`src/rtl/target_display.sv`:
```
// Seven-segment front panel for the brute-force driver: scans the current
// 32-bit candidate as 8 hex digits, puts status flags on the decimal points,
// and freezes the candidate on a hit (blinking) or on exhaustion (steady).
module target_display #(
  parameter int unsigned SCAN_DIV  = 100000,
  parameter int unsigned BLINK_DIV = 50000000
) (
  input  logic        CLK,
  input  logic        RESET,
  input  logic [31:0] target,
  input  logic        status_paused,
  input  logic        status_running,
  input  logic        status_warming,
  input  logic        status_found,
  input  logic        status_done,
  output logic [7:0]  SEG,
  output logic [7:0]  DIGIT,
  output logic        held
);

  localparam int unsigned SCAN_W  = $clog2(SCAN_DIV);
  localparam int unsigned BLINK_W = $clog2(BLINK_DIV);

  typedef enum logic [1:0] {LIVE, HELD_FOUND, HELD_DONE} state_t;

  state_t               state_q, state_d;
  logic [31:0]          shown_q, shown_d;
  logic [2:0]           idx_q, idx_d;
  logic [SCAN_W-1:0]    scan_cnt_q, scan_cnt_d;
  logic [BLINK_W-1:0]   blink_cnt_q, blink_cnt_d;
  logic                 blink_phase_q, blink_phase_d;
  logic                 found_q, found_d;
  logic [7:0]           seg_q, seg_d;
  logic [7:0]           digit_q, digit_d;
  logic                 held_q, held_d;
  logic                 found_rise;
  logic                 blank;
  logic [3:0]           nibble;
  logic                 flag;

  // Active-low g..a glyphs for one hex nibble
  function automatic logic [6:0] hex_glyph(input logic [3:0] n);
    case (n)
      4'h0: hex_glyph = 7'b1000000;
      4'h1: hex_glyph = 7'b1111001;
      4'h2: hex_glyph = 7'b0100100;
      4'h3: hex_glyph = 7'b0110000;
      4'h4: hex_glyph = 7'b0011001;
      4'h5: hex_glyph = 7'b0010010;
      4'h6: hex_glyph = 7'b0000010;
      4'h7: hex_glyph = 7'b1111000;
      4'h8: hex_glyph = 7'b0000000;
      4'h9: hex_glyph = 7'b0010000;
      4'hA: hex_glyph = 7'b0001000;
      4'hB: hex_glyph = 7'b0000011;
      4'hC: hex_glyph = 7'b1000110;
      4'hD: hex_glyph = 7'b0100001;
      4'hE: hex_glyph = 7'b0000110;
      default: hex_glyph = 7'b0001110;
    endcase
  endfunction

  // Digit scan timer; runs in every state
  always_comb begin
    scan_cnt_d = scan_cnt_q + SCAN_W'(1);
    idx_d      = idx_q;
    if (scan_cnt_q == SCAN_W'(SCAN_DIV - 1)) begin
      scan_cnt_d = '0;
      idx_d      = idx_q + 3'd1;
    end
  end

  // Freeze/blink state machine; blink state is zero outside HELD_FOUND
  always_comb begin
    state_d       = state_q;
    shown_d       = shown_q;
    blink_cnt_d   = '0;
    blink_phase_d = 1'b0;
    found_d       = status_found;
    found_rise    = status_found & ~found_q;
    case (state_q)
      LIVE: begin
        shown_d = target;
        if (found_rise)       state_d = HELD_FOUND;
        else if (status_done) state_d = HELD_DONE;
      end
      HELD_FOUND: begin
        if (!status_found) begin
          state_d = LIVE;
        end else if (blink_cnt_q == BLINK_W'(BLINK_DIV - 1)) begin
          blink_phase_d = ~blink_phase_q;
        end else begin
          blink_cnt_d   = blink_cnt_q + BLINK_W'(1);
          blink_phase_d = blink_phase_q;
        end
      end
      HELD_DONE: begin
        if (found_rise)        state_d = HELD_FOUND;
        else if (!status_done) state_d = LIVE;
      end
      default: state_d = LIVE;
    endcase
    held_d = (state_d != LIVE);
  end

  // Segment/anode image for the digit currently selected
  always_comb begin
    blank  = (state_q == HELD_FOUND) & blink_phase_q;
    nibble = shown_q[{idx_q, 2'b00} +: 4];
    case (idx_q)
      3'd0:    flag = status_found;
      3'd1:    flag = status_done;
      3'd2:    flag = status_warming;
      3'd3:    flag = status_running;
      3'd4:    flag = status_paused;
      default: flag = 1'b0;
    endcase
    seg_d   = {~flag, hex_glyph(nibble)};
    digit_d = ~(8'd1 << idx_q);
    if (blank) begin
      seg_d   = 8'hFF;
      digit_d = 8'hFF;
    end
  end

  // All state and output registers
  always_ff @(posedge CLK or posedge RESET) begin
    if (RESET) begin
      state_q       <= LIVE;
      shown_q       <= '0;
      idx_q         <= '0;
      scan_cnt_q    <= '0;
      blink_cnt_q   <= '0;
      blink_phase_q <= 1'b0;
      found_q       <= 1'b0;
      seg_q         <= 8'hFF;
      digit_q       <= 8'hFF;
      held_q        <= 1'b0;
    end else begin
      state_q       <= state_d;
      shown_q       <= shown_d;
      idx_q         <= idx_d;
      scan_cnt_q    <= scan_cnt_d;
      blink_cnt_q   <= blink_cnt_d;
      blink_phase_q <= blink_phase_d;
      found_q       <= found_d;
      seg_q         <= seg_d;
      digit_q       <= digit_d;
      held_q        <= held_d;
    end
  end

  assign SEG   = seg_q;
  assign DIGIT = digit_q;
  assign held  = held_q;

endmodule

```
`config.mk`:
```
export PLATFORM = sky130hd
export DESIGN_NAME = target_display
export DESIGN_NICKNAME = d
export VERILOG_FILES = /design/src/rtl/target_display.sv
export SDC_FILE = /design/constraint.sdc
export NUM_CORES = 1
export LEC_CHECK = 0
export CAP_MARGIN = 0
export CORE_ASPECT_RATIO = 1.1
export CORE_MARGIN = 4
export CORE_UTILIZATION = 45
export DETAILED_ROUTE_END_ITERATION = 6
export DONT_BUFFER_PORTS = 1
export GPL_TIMING_DRIVEN = 0
export PLACE_DENSITY = 0.6
export SKIP_CTS_REPAIR_TIMING = 1
export SLEW_MARGIN = 30
export SYNTH_ARGS = -nofsm -noshare
export SYNTH_HDL_FRONTEND = slang
export SYNTH_SLANG_ARGS = --single-unit
```
`constraint.sdc`:
```
create_clock -name CLK -period 3.89 [get_ports CLK]
set_clock_uncertainty 0.05 [all_clocks]
set_input_delay 0.389 -clock CLK [delete_from_list [all_inputs] [get_ports CLK]]
set_output_delay 0.389 -clock CLK [all_outputs]
set_load 0.03 [all_outputs]
```
==> flow_summary_export.csv <==
group,metric,value,unit
setup_path,worstPathRequired,4.14,ns
floorplanning,coreArea,0.00994,mm2
sta,fin_crit_sh,68.5,%
grt,grt_pass1_vias,2893,
routing,wl,8.47,mm
yosys,ys.warnings.count,0,
sta,hold_viol_final,0,
sta,worst_slack,1.23,ns
flow_run,max-cap-violations,0,
grt,antenna_found_initial,0,
yosys,synth_fa_ha_area_share,3.80,%
yosys,ys_async_sr_fraction,100,%
clock_network,cts_tree,"yes",
routing,drt_first_iter_violations,128,
yosys,synth_edf_count,0,
clock_network,cts.path.max_buffers,2,
placed_design,dp_slack,1.23,ns
setup_path,endpoint_kind,"register",
cells_and_area,area_delta_synth_final,8.88,%
cells_and_area,final_layout_size_suffix_gt1_share,21.3,%
routing,antenna_violating_nets_post_route,0,
setup_path,r2r_setup_slack,1.23,ns
setup_path,crit_start,"idx_q[2]$_DFFE_PP0N_",
routing,vias_per_cell,5.37,
yosys,synth-simple-area-share,15.9,%
cells_and_area,final_area,0.00502,mm2
sta,slew_headroom,51.7,%
min_path,hold_class,"in2reg",
clock_network,root_buffer,"clkbuf_8",
setup_path,worstSetupStartpointType,"register",
floorplanning,die_h,114,um
sta,period_needed,2.66,ns
sta,hold_ws,0.0911,ns
setup_path,timing.rr.start,"idx_q[2]$_DFFE_PP0N_",
grt,grt_max_degree,68,
power_and_ir_drop,power_density,422,mW/mm2
yosys,synth-main-ff-cell,"dfrtp_1",
sta,drv_slew,0,
cells_and_area,final_util,50.5,%
run_status,outcome,"finished clean",
yosys,synth-seq-area-share,54.2,%
placed_design,hpwl,6.13,mm
setup_path,r2r_cells,9,
power_and_ir_drop,vdd_drop_max,0.000257,V
yosys,yosys_register_bits,99,
sta,rsz0062_at_grt,"no",
setup_path,cp.arrival,2.91,ns
floorplanning,dieArea,0.0119,mm2
routing,wl_per_cell,16.0,um
floorplanning,start_util,46.4,%
placed_design,numPortBuffers,0,
cells_and_area,layout.nets,457,
cells_and_area,diodes,0,
setup_path,path_class,"reg2reg",
clock_network,numCtsBuffers,9,
yosys,ys_types,42,
clock_network,clkSinkCount,99,
yosys,synthesis.area,0.00461,mm2
yosys,synth_top_family_by_area,"simple AND/OR/NAND/NOR gates",
routing,first_pass_iters,4,
sta,worst_slew_pin_slew,0.719,ns
routing,drcViolationCount,0,
placed_design,gp_congestion,0.807,
yosys,synth_xor_area_share,7.60,%
clock_network,clk_pin_slew,0.11,ns
yosys,synth_nets,443,
routing,route.vias.total,2842,
sta,tns,0,ns
sta,fmax,375,MHz
yosys,syn_area_per_cell,11.8,um2
power_and_ir_drop,p_leak,2.10,nW
yosys,syn_inst,390,
clock_network,htree_levels,3,
yosys,muxShareOfSynthArea,13.7,%
grt,grt_pass1_wl,14.6,mm
setup_path,cp_max_fo,10,
clock_network,clock_latency,0.37,ns
cells_and_area,fill_cells,923,
yosys,synth_compound_area_share,2.77,%
setup_path,r2r-end,"SEG[3]$_DFF_PP1_",
grt,grt_overflow,0,
floorplanning,fp.dieW,104,um
sta,setup_viol,0,
floorplanning,row_count,38,
placed_design,placed_area,0.00479,mm2
setup_path,crit_path_end,"SEG[3]$_DFF_PP1_",
floorplanning,io_pins,56,
grt,grt_usage,15.5,%
-- layout make-up --
cell class                 count  area (um2)  area share, %
clock inverter                 7        82.6           1.65
tap                          120         150           2.99
sequential                    99        2500           49.8
timing repair buffer           3        47.5          0.948
clock buffer                   9         124           2.47
inverter                       9        38.8          0.773
buffer                        11        57.6           1.15
multi-input combinational    271        2020           40.2
-- layer usage --
layer | routed length (um) | GRT usage [%]
met4 | 110 | 5.32
met3 | 343 | 4.51
met2 | 3900 | 23.9
met5 | 0 | 0
met1 | 4110 | 21.1
-- registers in the layout, indices dropped and copies added, names as in the netlist, 2 cells and up --
signal	cells
idx_q	3
SEG	8
scan_cnt_q	17
blink_cnt_q	26
DIGIT	8
shown_q	32
state_q	2
-- where the power goes --
| group | internal (W) | leakage [nW] | switching (W) |
|---|---|---|---|
| Sequential | 0.00112 | 1.23 | 0.0000785 |
| Clock | 0.000310 | 0.104 | 0.000384 |
| Combinational | 0.000108 | 0.763 | 0.000112 |
-- cells in the mapped netlist (2+ instances only) --
cell type  instances  area, um2
a21oi_1            2       10.0
buf_2              4       20.0
o21ai_0            2       10.0
mux2i_1            9       90.1
nor2_1            47        176
nand2_1           30        113
mux4_2             6        135
dfstp_2           16        420
and3_1            10       62.6
mux2_2            36        405
dfrtp_1           83       2080
xor2_1            22        193
nor2b_1            4       25.0
and2_1             2       12.5
nand4_1            9       56.3
a22oi_1            2       15.0
nand3_1           22        110
nor3_1             9       45.0
or3_1              2       12.5
o221ai_1           4       35.0
xnor2_1           18        158
clkbuf_1           5       18.8
inv_1              9       33.8
or4b_1             2       20.0
and4_1             3       26.3
ha_1              14        175
nor4_1             3       18.8
-- placed cells by master (no fill, tap or decap), types with 2 or more instances in the layout --
cell	netlist	routed
mux4_2	6	6
and3_1	10	10
nor3_1	9	9
o221ai_1	4	4
nor4_1	3	3
xor2_1	22	22
dfstp_2	16	16
nor2b_1	4	4
and2_1	2	2
nand3_1	22	22
and4_1	3	3
mux2_2	36	36
clkbuf_1	5	5
a21oi_1	2	2
nand2_1	30	30
ha_1	14	14
dlygate4sd3_1	0	2
o21ai_0	2	2
xnor2_1	18	18
inv_1	9	8
or3_1	2	2
inv_6	0	3
a22oi_1	2	2
dfrtp_1	83	83
inv_8	0	2
clkbuf_8	0	9
buf_2	4	4
nor2_1	47	47
or4b_1	2	2
mux2i_1	9	9
nand4_1	9	9
-- cells by family (layout without fill, tap and decap cells) --
group,count (synthesis),after routing
AND/OR/NAND/NOR,149,149
multiplexers,51,51
AO/OA/AOI/OAI,17,17
buffers and inverters,20,39
flip-flops,99,99
adder cells (fa/ha/maj),14,14
XOR/XNOR,40,40
-- worst max-delay path, stage by stage, from the launching register on --
cell	delay [ns]
dfrtp_1	0.37
clkbuf_1	0.38
buf_2	0.34
mux4_2	0.36
nand2_1	0.09
nand2_1	0.16
ha_1	0.30
and3_1	0.16
a2111oi_0	0.29
a31oi_1	0.09
-- worst min path at each step --
stage	startpoint	end	slack, ns	depth (start not counted)
2_1_floorplan	status_found	found_q$_DFF_PP0_	0.37	0
3_3_place_gp	status_found	found_q$_DFF_PP0_	0.37	0
3_5_place_dp	RESET	blink_cnt_q[20]$_DFF_PP0_	0.20	1
4_1_cts	RESET	blink_cnt_q[13]$_DFF_PP0_	-0.22	1
5_1_grt	status_found	state_q[0]$_DFF_PP0_	0.07	1
6_report	status_found	state_q[0]$_DFF_PP0_	0.09	1
-- stage by stage --
stage          total power (W)  cells
6_report               0.00211    529
5_1_grt                0.00223    529
4_1_cts                0.00214    527
3_5_place_dp           0.00144    511
3_3_place_gp           0.00143    510
2_1_floorplan          0.00139    390
Power figures use the tool's default switching activity.
